`src/rtl/fetch_queue_unit.sv`:
```
// fetch_queue_unit
//
// Instruction fetch stage for the 5-stage MIPS pipeline. A small prefetch
// queue sits between instruction memory and decode so that fetch can keep
// running ahead while decode is stalled. A taken branch/jump flushes the
// queue and restarts fetch at the (word-aligned) target.
//
// Ports:
//   clk          single clock, all state changes on its rising edge
//   rst          synchronous active-high reset (pc, queue; not imem)
//   stall        decode not ready; the head entry is held
//   redirect     taken branch/jump from the memory stage
//   redirect_pc  branch/jump target (low two bits ignored)
//   imem_we      instruction memory write enable (loader)
//   imem_waddr   word address for the write
//   imem_wdata   word to write
//   d_valid      head entry valid
//   d_inst       head instruction, 0 (nop) when empty
//   d_pc         head PC+4, 0 when empty
//   q_count      current queue occupancy
module fetch_queue_unit #(
  parameter int                DATA_W     = 32,
  parameter int                IMEM_DEPTH = 32,
  parameter int                QDEPTH     = 4,
  parameter logic [DATA_W-1:0] RESET_PC   = '0
) (
  input  logic                           clk,
  input  logic                           rst,
  input  logic                           stall,
  input  logic                           redirect,
  input  logic [DATA_W-1:0]              redirect_pc,
  input  logic                           imem_we,
  input  logic [$clog2(IMEM_DEPTH)-1:0]  imem_waddr,
  input  logic [DATA_W-1:0]              imem_wdata,
  output logic                           d_valid,
  output logic [DATA_W-1:0]              d_inst,
  output logic [DATA_W-1:0]              d_pc,
  output logic [$clog2(QDEPTH+1)-1:0]    q_count
);

  localparam int AW = $clog2(IMEM_DEPTH);
  localparam int PW = $clog2(QDEPTH);
  localparam int CW = $clog2(QDEPTH+1);

  logic [DATA_W-1:0] imem   [IMEM_DEPTH];
  logic [DATA_W-1:0] inst_q [QDEPTH];
  logic [DATA_W-1:0] pc4_q  [QDEPTH];

  logic [DATA_W-1:0] pc;
  logic [DATA_W-1:0] pc_plus4;
  logic [DATA_W-1:0] fetch_word;
  logic [DATA_W-1:0] target_pc;
  logic [PW-1:0]     rd_ptr;
  logic [PW-1:0]     wr_ptr;
  logic [CW-1:0]     count;
  logic              push;
  logic              pop;

  // PC arithmetic wraps modulo 2^DATA_W; fetch index wraps modulo the
  // memory size simply by taking the word-address bits.
  assign pc_plus4   = pc + DATA_W'(4);
  assign fetch_word = imem[pc[AW+1:2]];
  assign target_pc  = redirect_pc & ~DATA_W'(3);

  assign d_valid = (count != '0);
  assign pop     = d_valid & ~stall;
  // A full queue may still accept a new word when the head leaves in the
  // same cycle; a redirect suppresses fetch on its edge.
  assign push    = ~redirect & ((count < CW'(QDEPTH)) | pop);

  // Head outputs come straight from storage; nothing bypasses from imem,
  // so a freshly fetched word is seen one edge after it is pushed.
  assign d_inst  = d_valid ? inst_q[rd_ptr] : '0;
  assign d_pc    = d_valid ? pc4_q[rd_ptr]  : '0;
  assign q_count = count;

  // Instruction memory write port. The fetch read above is combinational
  // from the current contents, so a same-cycle write to the fetched word
  // delivers the old value. Reset does not clear the memory.
  always_ff @(posedge clk) begin
    if (imem_we) begin
      imem[imem_waddr] <= imem_wdata;
    end
  end

  // Queue storage needs no reset: entries are only read while counted.
  always_ff @(posedge clk) begin
    if (push && !rst) begin
      inst_q[wr_ptr] <= fetch_word;
      pc4_q[wr_ptr]  <= pc_plus4;
    end
  end

  // PC, pointers and occupancy. Priority: reset, then redirect flush,
  // then normal push/pop.
  always_ff @(posedge clk) begin
    if (rst) begin
      pc     <= RESET_PC;
      rd_ptr <= '0;
      wr_ptr <= '0;
      count  <= '0;
    end else if (redirect) begin
      pc     <= target_pc;
      rd_ptr <= '0;
      wr_ptr <= '0;
      count  <= '0;
    end else begin
      if (push) begin
        pc     <= pc_plus4;
        wr_ptr <= wr_ptr + PW'(1);
      end
      if (pop) begin
        rd_ptr <= rd_ptr + PW'(1);
      end
      case ({push, pop})
        2'b10:   count <= count + CW'(1);
        2'b01:   count <= count - CW'(1);
        default: count <= count;
      endcase
    end
  end

endmodule

```
`config.mk`:
```
export PLATFORM = sky130hd
export DESIGN_NAME = fetch_queue_unit
export DESIGN_NICKNAME = d
export VERILOG_FILES = /design/src/rtl/fetch_queue_unit.sv
export SDC_FILE = /design/constraint.sdc
export NUM_CORES = 1
export LEC_CHECK = 0
export CAP_MARGIN = 0
export CORE_MARGIN = 2
export CORE_UTILIZATION = 55
export DETAILED_ROUTE_END_ITERATION = 16
export GPL_TIMING_DRIVEN = 0
export HOLD_SLACK_MARGIN = 0.06
export PLACE_DENSITY = 0.72
export RECOVER_POWER = 25
export SLEW_MARGIN = 40
export SYNTH_ARGS = -nofsm -noshare
export SYNTH_HDL_FRONTEND = slang
export SYNTH_SLANG_ARGS = --single-unit
export TNS_END_PERCENT = 10
```
`constraint.sdc`:
```
create_clock -name clk -period 3 [get_ports clk]
set_input_delay 0.45 -clock clk [delete_from_list [all_inputs] [get_ports clk]]
set_output_delay 0.45 -clock clk [all_outputs]
set_load 0.02 [all_outputs]
```
Word-level counts from Yosys, hierarchy flattened
Memories as Yosys holds them, arrays and structs flattened. A register that Yosys moved wholly into a read port is not among the register bits.
Cells that the tools add are included.
{"block": "word_totals", "ramBits": 1280, "ff_bits": 39, "input_bits": 74, "wordCells": 42, "output_inout_bits": 68, "mem_count": 3}
{"block": "classes", "n_eq_ne": 2, "mux": 15, "reduce_logical": 6, "bitwise_logic": 5, "n_addsub": 5, "magnitude_cmp": 1}
{"memory": "imem", "words": 32, "width": 32, "read_ports": 1, "rd_ports_with_merged_regs": 1, "wr": 1, "line_no": "45", "rtl": "logic [DATA_W-1:0] imem [IMEM_DEPTH];"}
{"memory": "inst_q", "words": 4, "width": 32, "read_ports": 1, "rd_ports_with_merged_regs": 1, "wr": 1, "line_no": "46", "rtl": "logic [DATA_W-1:0] inst_q [QDEPTH];"}
{"memory": "pc4_q", "words": 4, "width": 32, "read_ports": 1, "rd_ports_with_merged_regs": 1, "wr": 1, "line_no": "47", "rtl": "logic [DATA_W-1:0] pc4_q [QDEPTH];"}
{"operator": "two-way mux 32 bit", "count": 4}
{"operator": "adder 32 x 3 -> 32 bit, second input constant", "count": 1}
{"operator": "two-way mux 5 bit", "count": 2}
{"operator": "two-way mux 2 bit", "count": 4}
{"operator": "case mux 3 bit (2 select lines)", "count": 1}
{"operator": "adder 2 x 1 -> 2 bit, second input constant", "count": 2}
{"operator": "two-way mux 1 bit", "count": 4}
{"operator": "nonzero test 2 bit", "count": 2}
{"operator": "adder 3 x 1 -> 3 bit, second input constant", "count": 1}
{"operator": "less-than comparator 3 bit, second input constant", "count": 1}
{"operator": "nonzero test 3 bit", "count": 1}
{"operator": "subtractor 3 x 1 -> 3 bit, second input constant", "count": 1}
{"operator": "bitwise AND 1 bit", "count": 2}
{"operator": "== test 2 x 1 -> 1 bit, second input constant", "count": 1}
{"operator": "== test 2 bit, second input constant", "count": 1}
{"operator": "inverter 1 bit", "count": 2}
{"operator": "OR reduction 2 bit", "count": 1}
{"operator": "logical AND 1 bit", "count": 1}
{"operator": "zero test 1 bit", "count": 1}
{"operator": "bitwise OR 1 bit", "count": 1}

Depth between registers and ports, before layout
{"block": "depth", "word_depth": 8, "mapped_depth": 10, "depth_no_buf": 8}

Worst setup path after synthesis
No wires, ideal clock.
{"block": "synth_path", "kind": "input to register", "from": "input redirect", "to": "memory inst_q[0][0], enable pin", "t_arrival_ns": 2.592, "stages": 4, "setup_ns": 0.427, "n_path_buf": 2, "path_slack_ns": -0.018, "cell_sequence": "clkbuf_1 -> clkbuf_1 -> nor2_1 -> and3_1"}
{"block": "synth_via", "elab_chain_cells": 5}
{"element": "start: declaration", "line_no": "30", "rtl": "input logic redirect,"}
{"element": "inverter 1 bit", "line_no": "69", "rtl": "assign push = ~redirect & ((count < CW'(QDEPTH)) | pop);"}
{"element": "bitwise AND 1 bit", "line_no": "69"}
{"element": "logical AND 1 bit", "line_no": "88", "rtl": "if (push && !rst) begin"}
{"element": "two-way mux 1 bit", "line_no": "88"}
{"element": "two-way mux 1 bit (implied by the code)", "line_no": "89", "rtl": "inst_q[wr_ptr] <= fetch_word;"}
{"element": "end: declaration", "line_no": "46"}
No other way between the ends.

==> flow_metrics.tcl <==
set metrics [dict create \
    area_growth_pct 17.7 \
    tightest_slew_ns 1.37 \
    reg2reg_slack_ns 0.02 \
    yosys.cell_count.top_type "edfxtp_1" \
    finalSetupViolCount 0 \
    syn_inst 2339 \
    timing.rr.end "inst_q[2][9]" \
    routed_wl_um 123000 \
    slowest_delay_ns 0.75 \
    regArea_sq_mm 0.0391 \
    grt_max_degree 37 \
    cp.required_ns 3.41 \
    path_cells "clkbuf_2, clkbuf_1, mux4_2, o22ai_1, nor4_2" \
    wl_per_cell_um 31.1 \
    skew_ns 0.0238 \
    report.final.slew_viol_count 0 \
    outcome "finished clean" \
    synth.top_cell.area_share_pct 75.9 \
    first_iter_violations 3331 \
    cts.sinks 1316 \
    post-route-min-period_ns 2.98 \
    whs_ns 0.242 \
    endpoint_kind "register" \
    nFillCells 5651 \
    hpwl_um 80900 \
    max-vdd-ir-drop_v 0.000563 \
    cap_viol_max_count 0 \
    synth-edff-count 1272 \
    grtUsageTotal_pct 26.7 \
    period_share_pct 99.5 \
    io_buffers 136 \
    relSlewSlack_pct 8.68 \
    gp_congestion 0.848 \
    nets 2767 \
    cts_buffer_depth 3 \
    io_pins 142 \
    grt_pass1_wl_um 180000 \
    netlist_area_sq_mm 0.0504 \
    ys_ff_latch 1316 \
    cts_tree "done" \
    grt_pass1_vias 26300 \
    drive_above_1_share_pct 27.6 \
    die_area_sq_mm 0.0940 \
    place_inst 3724 \
    slowest_stage "nor4_2" \
    crit_path_start_kind "register" \
    ff2ff_path_depth 5 \
    synthTopCellsByCount "edfxtp_1 (1272), mux4_2 (318), o22ai_1 (128)" \
    ant_nets 0 \
    start_util_pct 55.7 \
    critPathKind "reg2reg" \
    clkSlewWorstSetupHoldPaths_ns 0.06 \
    fin_area_sq_mm 0.0593 \
    rows 110 \
    power_density_mw_per_mm2 659 \
    antenna_found_initial 5 \
    p_leak_nw 18.5 \
    firstDrtPassIters 5 \
    avgViaCountPerCell 6.52 \
    crit_end "inst_q[2][9]" \
    final_cells 3967 \
    drc_errors 0 \
    placed_area_sq_mm 0.0550 \
    cp.arrival_ns 3.39 \
    gr-total-overflow 0 \
    synth-async-reset-ratio_pct 0 \
    multiInputGateArea_sq_mm 0.0112 \
    fp.dieW_um 307 \
    insertion_delay_ns 0.74 \
    cts_root_buffer "clkbuf_16" \
    setup_tns_ns 0 \
    hold_viol_final 0 \
    h-tree-depth 4 \
    cp_max_fo 10 \
    core_sq_mm 0.0904 \
    avgSynthCellArea_sq_um 21.5 \
    rsz0062_at_grt "true" \
    dr_total_vias 25900 \
    ys_seq_area_share_pct 77.6 \
    fp.dieH_um 307 \
    fmax_mhz 335 \
    cts_buffers 131 \
    yosysTopAreaCell "edfxtp_1" \
    hold_path.class "in2reg" \
    ys_top_cells_by_area "edfxtp_1 (76%), mux4_2 (14%), dfxtp_1 (1.7%)" \
    ys_warn_count 0 \
    ys_dominant_reg_cell "edfxtp_1" \
    synth_cell_types 58 \
]
[where the power goes]
| group | switching [mW] | leakage [nW] | internal, mW |
|---|---|---|---|
| Sequential | 0.117 | 11.9 | 20.5 |
| Combinational | 1.65 | 4.70 | 1.07 |
| Clock | 6.92 | 1.99 | 8.75 |
[cells by family (layout without fill, tap and decap cells)]
| logic type | Yosys count | in the layout | synth area share, % |
|---|---|---|---|
| flip-flops | 1316 | 1316 | 77.6 |
| XOR/XNOR | 40 | 40 | 0.696 |
| AND/OR/NAND/NOR | 317 | 317 | 3.49 |
| multiplexers | 318 | 318 | 14.2 |
| other | 1 | 5 | 0.00745 |
| AO/OA/AOI/OAI | 189 | 189 | 2.52 |
| buffers and inverters | 151 | 599 | 1.27 |
| adder cells (fa/ha/maj) | 7 | 7 | 0.189 |
[metrics by stage]
stage | util (%) | power (mW) | setup slack [ns]
after global routing | 65.5 | 40.1 | -0.0946
after floorplan | - | 22.5 | -0.0180
after detailed placement | 60.9 | 23.7 | -0.471
final | 65.5 | 39.1 | 0.0164
after CTS | 65.5 | 39.2 | -0.200
after global placement | 58.8 | 23.5 | -2.32
[worst min-delay path by stage]
stage                     cells past startpoint           start  slack, ns      endpoint
final                                         1  imem_wdata[23]       0.24  imem[22][23]
after global routing                          1  imem_wdata[24]       0.25  imem[16][24]
after CTS                                     1   imem_wdata[9]       0.17   imem[11][9]
after detailed placement                      2       wr_ptr[1]       0.49     wr_ptr[1]
after global placement                        2       wr_ptr[1]       0.48     wr_ptr[1]
after floorplan                               2       wr_ptr[1]       0.46     wr_ptr[1]
[placed cells by master (no fill, tap or decap), drive strengths merged, types with 7 or more instances in the layout]
master and instances:
edfxtp 1272, mux4 318, clkbuf 287, buf 142
o22ai 128, nor2 79, nor2b 63, clkinv 49
dfxtp 44, nor4 43, clkdlybuf4s50 42, nand2 32
dlygate4sd2 28, xor2 22, inv 22, nand3 20
xnor2 18, nor3 17, a311oi 15, or3 11
clkdlybuf4s15 11, nand4 10, or4 9, nand3b 8
o21ai 8, dlymetal6s2s 8, o31ai 7, a211oi 7
[sequential cells by signal, summed over array words and instances (netlist names), named ones only]
name and count:
imem 1024, pc 30, q_count 3, pc4_q 120
wr_ptr 2, rd_ptr 2, inst_q 128
[critical path: cells and delay by family, from the launching register on]
family | cells | cell delay [ns]
AO/OA/AOI/OAI | 1 | 0.10
buffers and inverters | 2 | 1.00
flip-flops | 1 | 0.43
multiplexers | 1 | 0.35
AND/OR/NAND/NOR | 1 | 0.75
[cell type report]
| class | instances | share of cell area, % |
|---|---|---|
| multi-input combinational | 873 | 18.9 |
| antenna | 3 | 0.0127 |
| timing repair buffer | 215 | 4.44 |
| clock inverter | 65 | 1.04 |
| inverter | 16 | 0.101 |
| sequential | 1316 | 66.0 |
| clock buffer | 170 | 5.89 |
| buffer | 133 | 1.20 |
| tap | 1176 | 2.48 |
[routing by layer]
metal / vias to the layer above / part of all wire, % / global-route usage, %
li1: 10600 / - / -
met1: 13600 / 38 / 36.8
met2: 1450 / 50 / 43.4
met3: 252 / 10 / 5.84
met4: 6 / 2.8 / 8.31
met5: - / 0.032 / 0
[what timing repair did]
| action | CTS | global route |
|---|---|---|
| gates resized for setup | 118 | 66 |
| hold buffers | 0 | 0 |
| endpoints found under the setup margin | 190 | 102 |
| buffers inserted | 0 | 5 |
Note: power is estimated with default switching activity, not from simulation.
